==> src/rtl/mem_port_arbiter.sv <==
// Shares one memory port between instruction fetch and data load/store (data has priority, fetch is boosted after MAX_WAIT losses).
// Define ARB_TIMEOUT_EN to abort stalled accesses after TIMEOUT cycles and report them on err.
module mem_port_arbiter #(
    parameter int ADDR_W   = 8,
    parameter int DATA_W   = 10,
    parameter int MAX_WAIT = 4,
    parameter int TIMEOUT  = 15
) (
    input  logic              clk,
    input  logic              rst_n,
    input  logic              f_req,
    input  logic [ADDR_W-1:0] f_addr,
    output logic              f_gnt,
    output logic [DATA_W-1:0] f_rdata,
    output logic              f_done,
    input  logic              d_req,
    input  logic              d_we,
    input  logic [ADDR_W-1:0] d_addr,
    input  logic [DATA_W-1:0] d_wdata,
    output logic              d_gnt,
    output logic [DATA_W-1:0] d_rdata,
    output logic              d_done,
    output logic              mem_en,
    output logic              mem_we,
    output logic [ADDR_W-1:0] mem_addr,
    output logic [DATA_W-1:0] mem_wdata,
    input  logic [DATA_W-1:0] mem_rdata,
    input  logic              mem_ready,
    output logic              err
);

    localparam int WCW = $clog2(MAX_WAIT + 1);
    localparam logic [WCW-1:0] WAIT_MAX = WCW'(MAX_WAIT);

    // The abort counter is 4 bits wide, so the limit must fit in it.
    if (TIMEOUT < 1 || TIMEOUT > 15) begin : g_bad_timeout
        $error("mem_port_arbiter: TIMEOUT must be in 1..15");
    end

    typedef enum logic [1:0] {
        S_IDLE,
        S_ACCESS,
        S_DONE
    } state_t;

    typedef enum logic [1:0] {
        OWN_NONE,
        OWN_FETCH,
        OWN_DATA
    } owner_t;

    state_t            state_q,    state_d;
    owner_t            owner_q,    owner_d;
    logic [WCW-1:0]    wait_cnt_q, wait_cnt_d;
    logic [ADDR_W-1:0] addr_q,     addr_d;
    logic              we_q,       we_d;
    logic [DATA_W-1:0] wdata_q,    wdata_d;
    logic [DATA_W-1:0] f_rdata_q,  f_rdata_d;
    logic [DATA_W-1:0] d_rdata_q,  d_rdata_d;
    logic              grant_data;
    logic              grant_fetch;

`ifdef ARB_TIMEOUT_EN
    localparam logic [3:0] TO_LIMIT = 4'(TIMEOUT);
    logic [3:0] to_cnt_q, to_cnt_d;
    logic       err_q,    err_d;
`endif

    // Data wins a collision unless fetch has already lost MAX_WAIT times in a row.
    always_comb begin
        grant_data  = d_req && (!f_req || (wait_cnt_q < WAIT_MAX));
        grant_fetch = f_req && !grant_data;
    end

    always_comb begin
        state_d    = state_q;
        owner_d    = owner_q;
        wait_cnt_d = wait_cnt_q;
        addr_d     = addr_q;
        we_d       = we_q;
        wdata_d    = wdata_q;
        f_rdata_d  = f_rdata_q;
        d_rdata_d  = d_rdata_q;
`ifdef ARB_TIMEOUT_EN
        to_cnt_d   = to_cnt_q;
        err_d      = 1'b0;
`endif
        unique case (state_q)
            S_IDLE: begin
                if (grant_data) begin
                    state_d = S_ACCESS;
                    owner_d = OWN_DATA;
                    addr_d  = d_addr;
                    we_d    = d_we;
                    wdata_d = d_wdata;
                    if (f_req && (wait_cnt_q < WAIT_MAX)) begin
                        wait_cnt_d = wait_cnt_q + 1'b1;
                    end
                end else if (grant_fetch) begin
                    state_d    = S_ACCESS;
                    owner_d    = OWN_FETCH;
                    addr_d     = f_addr;
                    we_d       = 1'b0;
                    wdata_d    = '0;
                    wait_cnt_d = '0;
                end
`ifdef ARB_TIMEOUT_EN
                // Counts ACCESS cycles including the current one.
                to_cnt_d = 4'd1;
`endif
            end
            S_ACCESS: begin
                if (mem_ready) begin
                    state_d = S_DONE;
                    if (owner_q == OWN_FETCH) begin
                        f_rdata_d = mem_rdata;
                    end else if (owner_q == OWN_DATA && !we_q) begin
                        d_rdata_d = mem_rdata;
                    end
                end
`ifdef ARB_TIMEOUT_EN
                else if (to_cnt_q == TO_LIMIT) begin
                    state_d = S_IDLE;
                    owner_d = OWN_NONE;
                    err_d   = 1'b1;
                end else begin
                    to_cnt_d = to_cnt_q + 4'd1;
                end
`endif
            end
            S_DONE: begin
                state_d = S_IDLE;
                owner_d = OWN_NONE;
            end
            default: begin
                state_d = S_IDLE;
                owner_d = OWN_NONE;
            end
        endcase
    end

    always_ff @(posedge clk or negedge rst_n) begin
        if (!rst_n) begin
            state_q <= S_IDLE;
            owner_q <= OWN_NONE;
        end else begin
            state_q <= state_d;
            owner_q <= owner_d;
        end
    end

    always_ff @(posedge clk or negedge rst_n) begin
        if (!rst_n) begin
            wait_cnt_q <= '0;
            addr_q     <= '0;
            we_q       <= 1'b0;
            wdata_q    <= '0;
            f_rdata_q  <= '0;
            d_rdata_q  <= '0;
        end else begin
            wait_cnt_q <= wait_cnt_d;
            addr_q     <= addr_d;
            we_q       <= we_d;
            wdata_q    <= wdata_d;
            f_rdata_q  <= f_rdata_d;
            d_rdata_q  <= d_rdata_d;
        end
    end

`ifdef ARB_TIMEOUT_EN
    always_ff @(posedge clk or negedge rst_n) begin
        if (!rst_n) begin
            to_cnt_q <= '0;
            err_q    <= 1'b0;
        end else begin
            to_cnt_q <= to_cnt_d;
            err_q    <= err_d;
        end
    end

    assign err = err_q;
`else
    assign err = 1'b0;
`endif

    // Strobes decode straight from the state register so an async reset drops them at once.
    always_comb begin
        mem_en    = (state_q == S_ACCESS);
        mem_we    = (state_q == S_ACCESS) && we_q;
        mem_addr  = addr_q;
        mem_wdata = wdata_q;
        f_gnt     = (state_q == S_ACCESS || state_q == S_DONE) && (owner_q == OWN_FETCH);
        d_gnt     = (state_q == S_ACCESS || state_q == S_DONE) && (owner_q == OWN_DATA);
        f_done    = (state_q == S_DONE) && (owner_q == OWN_FETCH);
        d_done    = (state_q == S_DONE) && (owner_q == OWN_DATA);
        f_rdata   = f_rdata_q;
        d_rdata   = d_rdata_q;
    end

endmodule

==> config.mk <==
export PLATFORM = sky130hd
export DESIGN_NAME = mem_port_arbiter
export DESIGN_NICKNAME = d
export VERILOG_FILES = /design/src/rtl/mem_port_arbiter.sv
export SDC_FILE = /design/constraint.sdc
export NUM_CORES = 1
export LEC_CHECK = 0
export CAP_MARGIN = 20
export CORE_AREA = 2 2 58 115
export DETAILED_ROUTE_END_ITERATION = 12
export DIE_AREA = 0 0 60 117
export GPL_TIMING_DRIVEN = 0
export PLACE_DENSITY = 0.67
export REMOVE_ABC_BUFFERS = 1
export SETUP_SLACK_MARGIN = 0.4
export SYNTH_ARGS = -nofsm -noshare
export SYNTH_HDL_FRONTEND = slang
export SYNTH_SLANG_ARGS = --single-unit
==> constraint.sdc <==
create_clock -name clk -period 1.65 [get_ports clk]
set_clock_uncertainty 0.2 [all_clocks]
set_input_delay 0.165 -clock clk [delete_from_list [all_inputs] [get_ports clk]]
set_output_delay 0.165 -clock clk [all_outputs]
set_load 0.01 [all_outputs]
==> results of run 1 <==
==> cell usage in the layout, fill, tap and decap left out, types with 7 or more instances in the layout <==
| cell type | instances |
|---|---|
| mux2_4 | 10 |
| a21oi_2 | 10 |
| a21oi_1 | 8 |
| buf_2 | 43 |
| clkdlybuf4s50_1 | 38 |
| a22o_4 | 7 |
| dfrtp_1 | 45 |
| nor2_1 | 10 |
| mux2_2 | 10 |
| buf_6 | 7 |
| buf_4 | 13 |
| nand2_1 | 11 |
==> cell families (layout without fill, tap and decap cells) <==
logic type                 count (synthesis)  in the layout  synth area share
DFF                                       46             46             0.569
AOI/OAI and AO/OA                         42             45             0.153
other                                      1              1           0.00185
adders and majority gates                  4              4            0.0248
muxes                                     21             21             0.116
and+or+nand+nor                           36             38            0.0934
buffers and inverters                     12            120            0.0408
==> power by group through the flow <==
stage | Clock [uW] | Combinational (uW) | Sequential [uW]
3_5_place_dp | 0 | 2570 | 1990
2_1_floorplan | 0 | 991 | 2170
6_report | 1330 | 3210 | 2030
3_3_place_gp | 0 | 2480 | 1980
5_1_grt | 1400 | 3450 | 2100
4_1_cts | 1340 | 3100 | 2010
==> layer usage <==
layer,track usage,part of all wire,vias up
li1,-,-,808
met2,0.303,0.51,100
met3,0.0462,0.085,12
met4,0.0622,0.021,0
met5,0,0,-
met1,0.200,0.38,858
==> Yosys cell counts, drive strengths merged <==
| cell type | n |
|---|---|
| dfrtp | 46 |
| mux2 | 20 |
| a21oi | 18 |
| nand2 | 13 |
| a22o | 12 |
| nor2 | 11 |
| buf | 8 |
| and2 | 4 |
| ha | 4 |
| inv | 4 |
| o21ai | 4 |
| nor2b | 3 |
| a21bo | 2 |
| and3 | 2 |
| o21a | 2 |
| o32ai | 2 |
| a21boi | 1 |
| a21o | 1 |
| conb | 1 |
| mux2i | 1 |
| nand3 | 1 |
| nand4b | 1 |
| nor3 | 1 |
==> path summary, 6_finish.rpt <==
check / startpoint / end / cells past startpoint / slack (ns)
max: state_q[0]$_DFFE_PN0P_ / d_rdata[8]$_DFFE_PN0P_ / 7 / -0.17
min: rst_n / state_q[1]$_DFFE_PN0P_ / 2 / 0.06
max reg2reg: state_q[0]$_DFFE_PN0P_ / d_rdata[8]$_DFFE_PN0P_ / 7 / -0.17
min reg2reg: mem_wdata[2]$_DFFE_PN0P_ / mem_wdata[2]$_DFFE_PN0P_ / 1 / 0.30
max in group asynchronous: rst_n / d_rdata[6]$_DFFE_PN0P_ / 3 / 0.71
min in group clk: f_addr[3] / mem_addr[3]$_DFFE_PN0P_ / 3 / 0.22
==> registers in the layout, summed over array words and instances (netlist names) <==
signal and cells:
owner_q 2, f_rdata 10, we_q 1, mem_wdata 10
mem_addr 8, d_rdata 10, wait_cnt_q 3, state_q 2
==> area by class of cell <==
type / instances / area share
sequential: 46 / 0.331
clock inverter: 2 / 0.0173
timing repair buffer: 108 / 0.256
multi-input combinational: 109 / 0.321
clock buffer: 6 / 0.0399
inverter: 4 / 0.00431
tap: 86 / 0.0309
==> through the flow <==
step | hold WS, ns | util | setup WS [ns]
after floorplan | -0.331 | - | -0.231
after global placement | 0.267 | 0.469 | -1.01
after global routing | 0.0751 | 0.561 | -0.219
after CTS | 0.0738 | 0.553 | -0.178
final | 0.0646 | 0.561 | -0.166
after detailed placement | -0.171 | 0.472 | -0.434
==> critical path, cell delays in order (launching register included) <==
cell and delay, ns:
dfrtp_1 0.38, buf_6 0.11, ha_4 0.14, buf_6 0.11, nand4b_4 0.12, nor2_4 0.17
clkbuf_16 0.18, mux2_4 0.29
==> what timing repair did <==
action	CTS	global route
buffers inserted	18	2
endpoints found under the hold margin	46	0
pin swaps	15	2
setup endpoints to repair	90	56
hold buffers	1	0
resized for setup	241	13
gates cloned	5	1
==> results.md, run 1 <==
- Status: finished with violations
- Failing checks: setup timing
- N_diodes: 0
- Max Cap Viol: 0
- Yosys warnings: 0
- DR WL/cell: 16.5 um
- Largest net degree at the start of global routing: 40
- Fin crit period: 1.82 ns
- Clock Sinks: 46
- Clock Tree Root: clkbuf_16
- Sequential Power Share: 0.309
- Core region area: 6210 um^2
- Fraction of layout cells with a size suffix above 1: 0.524
- Fin area: 3480 um^2
- Vias in the first global route: 1902
- Fill cells: 522
- GR Overflow Total: 0
- Layout overhead on the synthesized area: 72.1%
- Crit path DAT: 1.79 ns
- Synth Instances: 162
- Internal power: 4310 uW
- Starting Density: 0.326
- Most area-consuming cells after synthesis: dfrtp_1, mux2_2, a22o_2
- Area leader, netlist: dfrtp_1
- Syn Std Cell Area: 2020 um^2
- Worst-margin pin slew: 0.511 ns
- Initial antenna violation count: 0
- Die height: 117 um
- HPWL after DPL: 3.52 mm
- CTS tree: yes
- Logic pwr share: 0.489
- Worst skew pair latency: 0.28 ns
- Port buffer count: 85
- Clk pin slew, worst setup/hold paths: 0.06 ns
- Post-route insts no fill: 361
- Router iterations before antenna repair: 4
- Max Slew Vio Count: 0
- Worst slew margin: 0.659
- Global-route wire length before repair: 9.26 mm
- FMAX: 0.551 GHz
- Placed Area: 2930 um^2
- Rows: 41
- Vias: 1778
- HP Class: in2async
- Power, Total: 6570 uW
- Flop and latch count out of synthesis: 46
- # placed instances: 326
- Net Sw Power: 2260 uW
- Leakage: 0.00162 uW
- Number of library cell types mapped by synthesis: 32
- Total CTS buffers: 5
- Residual DRC count: 0
- RSZ-0062 raised after global routing: true
- Horiz. Die Dim: 60 um
- Final setup viols: 28
- Initial drt markers: 53
- Critical path fanouts, max: 5
- GRT Util Overall: 0.174
- Worst path required time: 1.62 ns
- Register Area: 1150 um^2
- Top-area cell type share of the netlist area: 0.569
- Sw frac: 0.345
- Pwr dens: 1890 nW/um^2
- Final GP Congestion: 0.692
- Setup TNS: -3.30 ns
- Worst setup EP type: flip-flop
- Multi-input gate area: 1120 um^2
- DRT Wirelength: 5.95 mm
- VDD IR max: 0.00107 V
- Antenna-violating nets left: 0
- Clk pwr share: 0.202
- Post-DR vias/cell: 4.93
- I/O pin total: 87
- Die area: 7020 um^2
- Final setup margin: -0.166 ns
- Nets: 320
- H-tree depth: 2
- Syn Area/Cell: 12.5 um^2
- CP startpoint kind: flip-flop
- Seq/Total Area, Yosys: 0.569
- Clock tree buffer depth: 2
- Tcrit/Tclk final: 1.10
- Final Hold Vio Count: 0
- Crit Path Class: reg2reg
(Power assumes the default switching activity.)
==> run 2, diff against run 1 <==
- clock period: 1.65 -> 1.6 ns (I/O delays scaled with it)
==> run 2 against run 1 <==
The flow still finishes with violations (setup timing). Final cell count rose by 1.9%. Utilization rose by 1.7 points. Via count rose by 1.4%. Setup slack got worse by 0.013 ns. Design area rose by 3.1%. Clock power rose by 3%. Largest power group unchanged. Highest routed layer unchanged.
==> results.md, run 2 (synthesis results as in run 1) <==
- Status: finished with violations
- Failing checks: setup timing
- Worst skew pair latency: 0.28 ns
- Vias: 1803
- CP startpoint kind: flip-flop
- I/O pin total: 87
- Final Hold Vio Count: 0
- Clock Sinks: 46
- Initial drt markers: 65
- GRT Util Overall: 0.176
- VDD IR max: 0.00117 V
- Post-DR vias/cell: 4.90
- Router iterations before antenna repair: 4
- Total CTS buffers: 5
- Clock tree buffer depth: 2
- Core region area: 6210 um^2
- DR WL/cell: 16.4 um
- Max Cap Viol: 0
- Fill cells: 507
- Max stage delay on crit path: 0.39 ns
- CP Cell Sequence: inv_2, ha_4, buf_6, nand4b_4, nor2_4, buf_12, mux2_2
- Global-route wire length before repair: 9.34 mm
- Most frequent cells in the layout: dfrtp_1, clkdlybuf4s50_1, buf_2
- Nets: 327
- Final setup viols: 30
- Final setup margin: -0.179 ns
- RSZ-0062 raised after global routing: true
- N_diodes: 0
- Largest net degree at the start of global routing: 40
- Worst-margin pin slew: 0.513 ns
- Leakage: 0.00169 uW
- Horiz. Die Dim: 60 um
- Pwr dens: 1980 nW/um^2
- Worst slew margin: 0.658
- Fraction of layout cells with a size suffix above 1: 0.543
- DRT Wirelength: 6.03 mm
- Setup TNS: -3.38 ns
- Max Slew Vio Count: 0
- HP Class: in2async
- Port buffer count: 85
- Rows: 41
- Fin crit period: 1.78 ns
- Antenna-violating nets left: 0
- Critical-path top delay cell: dfrtp_1
- H-tree depth: 2
- Most common cell after layout, fill and taps aside: dfrtp_1
- CTS tree: yes
- Worst setup EP type: flip-flop
- Die height: 117 um
- Final hold slack: 0.0771 ns
- Final GP Congestion: 0.692
- Clk pin slew, worst setup/hold paths: 0.06 ns
- Layout overhead on the synthesized area: 77.4%
- Post-route insts no fill: 368
- Clock Tree Root: clkbuf_16
- Crit Path Class: reg2reg
- Residual DRC count: 0
- Critical path fanouts, max: 10
- Crit path DAT: 1.75 ns
- Vias in the first global route: 1915
- # placed instances: 326
- Power, Total: 7110 uW
- Worst path required time: 1.57 ns
- HPWL after DPL: 3.52 mm
- Initial antenna violation count: 0
- FMAX: 0.562 GHz
- Die area: 7020 um^2
- Tcrit/Tclk final: 1.11
- GR Overflow Total: 0
- Starting Density: 0.326
## run 2: changes by cell type in the layout (fill, tap and decap cells not counted), moves of 2 or more
| cell | before | now |
|---|---|---|
| buf_6 | 7 | 13 |
| mux2_2 | 10 | 8 |
| buf_2 | 43 | 37 |
| buf_4 | 13 | 19 |
## run 2: per-stage QoR
step / utilization / area, um^2 / setup WS (ns)
floorplan: - / 1950 / -0.281
global placement: 0.469 / 2910 / -1.06
detailed placement: 0.472 / 2930 / -0.484
CTS: 0.547 / 3390 / -0.204
global route: 0.578 / 3590 / -0.230
finish: 0.578 / 3590 / -0.179
## run 2: cell type report
cell class,count,area [um^2],share of cell area
Sequential cell,46,1150,0.321
Multi-Input combinational cell,109,1140,0.318
Timing Repair Buffer,115,973,0.271
Clock buffer,6,139,0.0387
Tap cell,86,108,0.0300
Clock inverter,2,60.1,0.0167
Inverter,4,15.0,0.00419
## run 2: path summary, 6_finish.rpt
kind / to / cells past startpoint / start / slack [ns]
setup / recovery: d_rdata[6]$_DFFE_PN0P_ / 7 / state_q[1]$_DFFE_PN0P_ / -0.18
hold / removal: state_q[1]$_DFFE_PN0P_ / 2 / rst_n / 0.08
setup reg to reg: d_rdata[6]$_DFFE_PN0P_ / 7 / state_q[1]$_DFFE_PN0P_ / -0.18
hold reg to reg: d_rdata[8]$_DFFE_PN0P_ / 1 / d_rdata[8]$_DFFE_PN0P_ / 0.29
max in group asynchronous: d_rdata[6]$_DFFE_PN0P_ / 3 / rst_n / 0.65
min in group clk: mem_addr[4]$_DFFE_PN0P_ / 3 / f_addr[4] / 0.22
## run 2: repair_timing
action                     4_1_cts  5_1_grt
hold buffers                     1        0
gates resized for setup        243       23
cloned                           5        0
setup endpoints to repair       90       63
pin swaps                       14        5
setup buffers                   18       10
hold endpoints to repair        46        0
## run 2: power by group
part | switching (uW) | leakage, uW | total, uW | internal (uW)
combinational | 1600 | 0.00102 | 3650 | 2050
clock | 431 | 0.0000971 | 1370 | 938
sequential | 382 | 0.000573 | 2100 | 1720
## run 2: routing by layer
metal  vias to the layer above  track usage  share of wire
met5                         -            0              0
met4                         0       0.0637          0.021
met3                        12       0.0440          0.080
met2                       101        0.302           0.51
met1                       867        0.209           0.39
li1                        823            -              -
## run 2: worst max-delay path, delay by kind of cell, from the launching register on
family | cells | cell delay (ns)
multiplexers | 1 | 0.33
buffers and inverters | 3 | 0.35
flip-flops | 1 | 0.39
adder cells (fa/ha/maj) | 1 | 0.15
AND/OR/NAND/NOR | 2 | 0.24
==> run 3, diff against run 2 <==
- ABC_CLOCK_PERIOD_IN_PS: default -> 1600
==> results of run 3 <==
No change in the layout: final DEF, timing and power equal those of run 2.
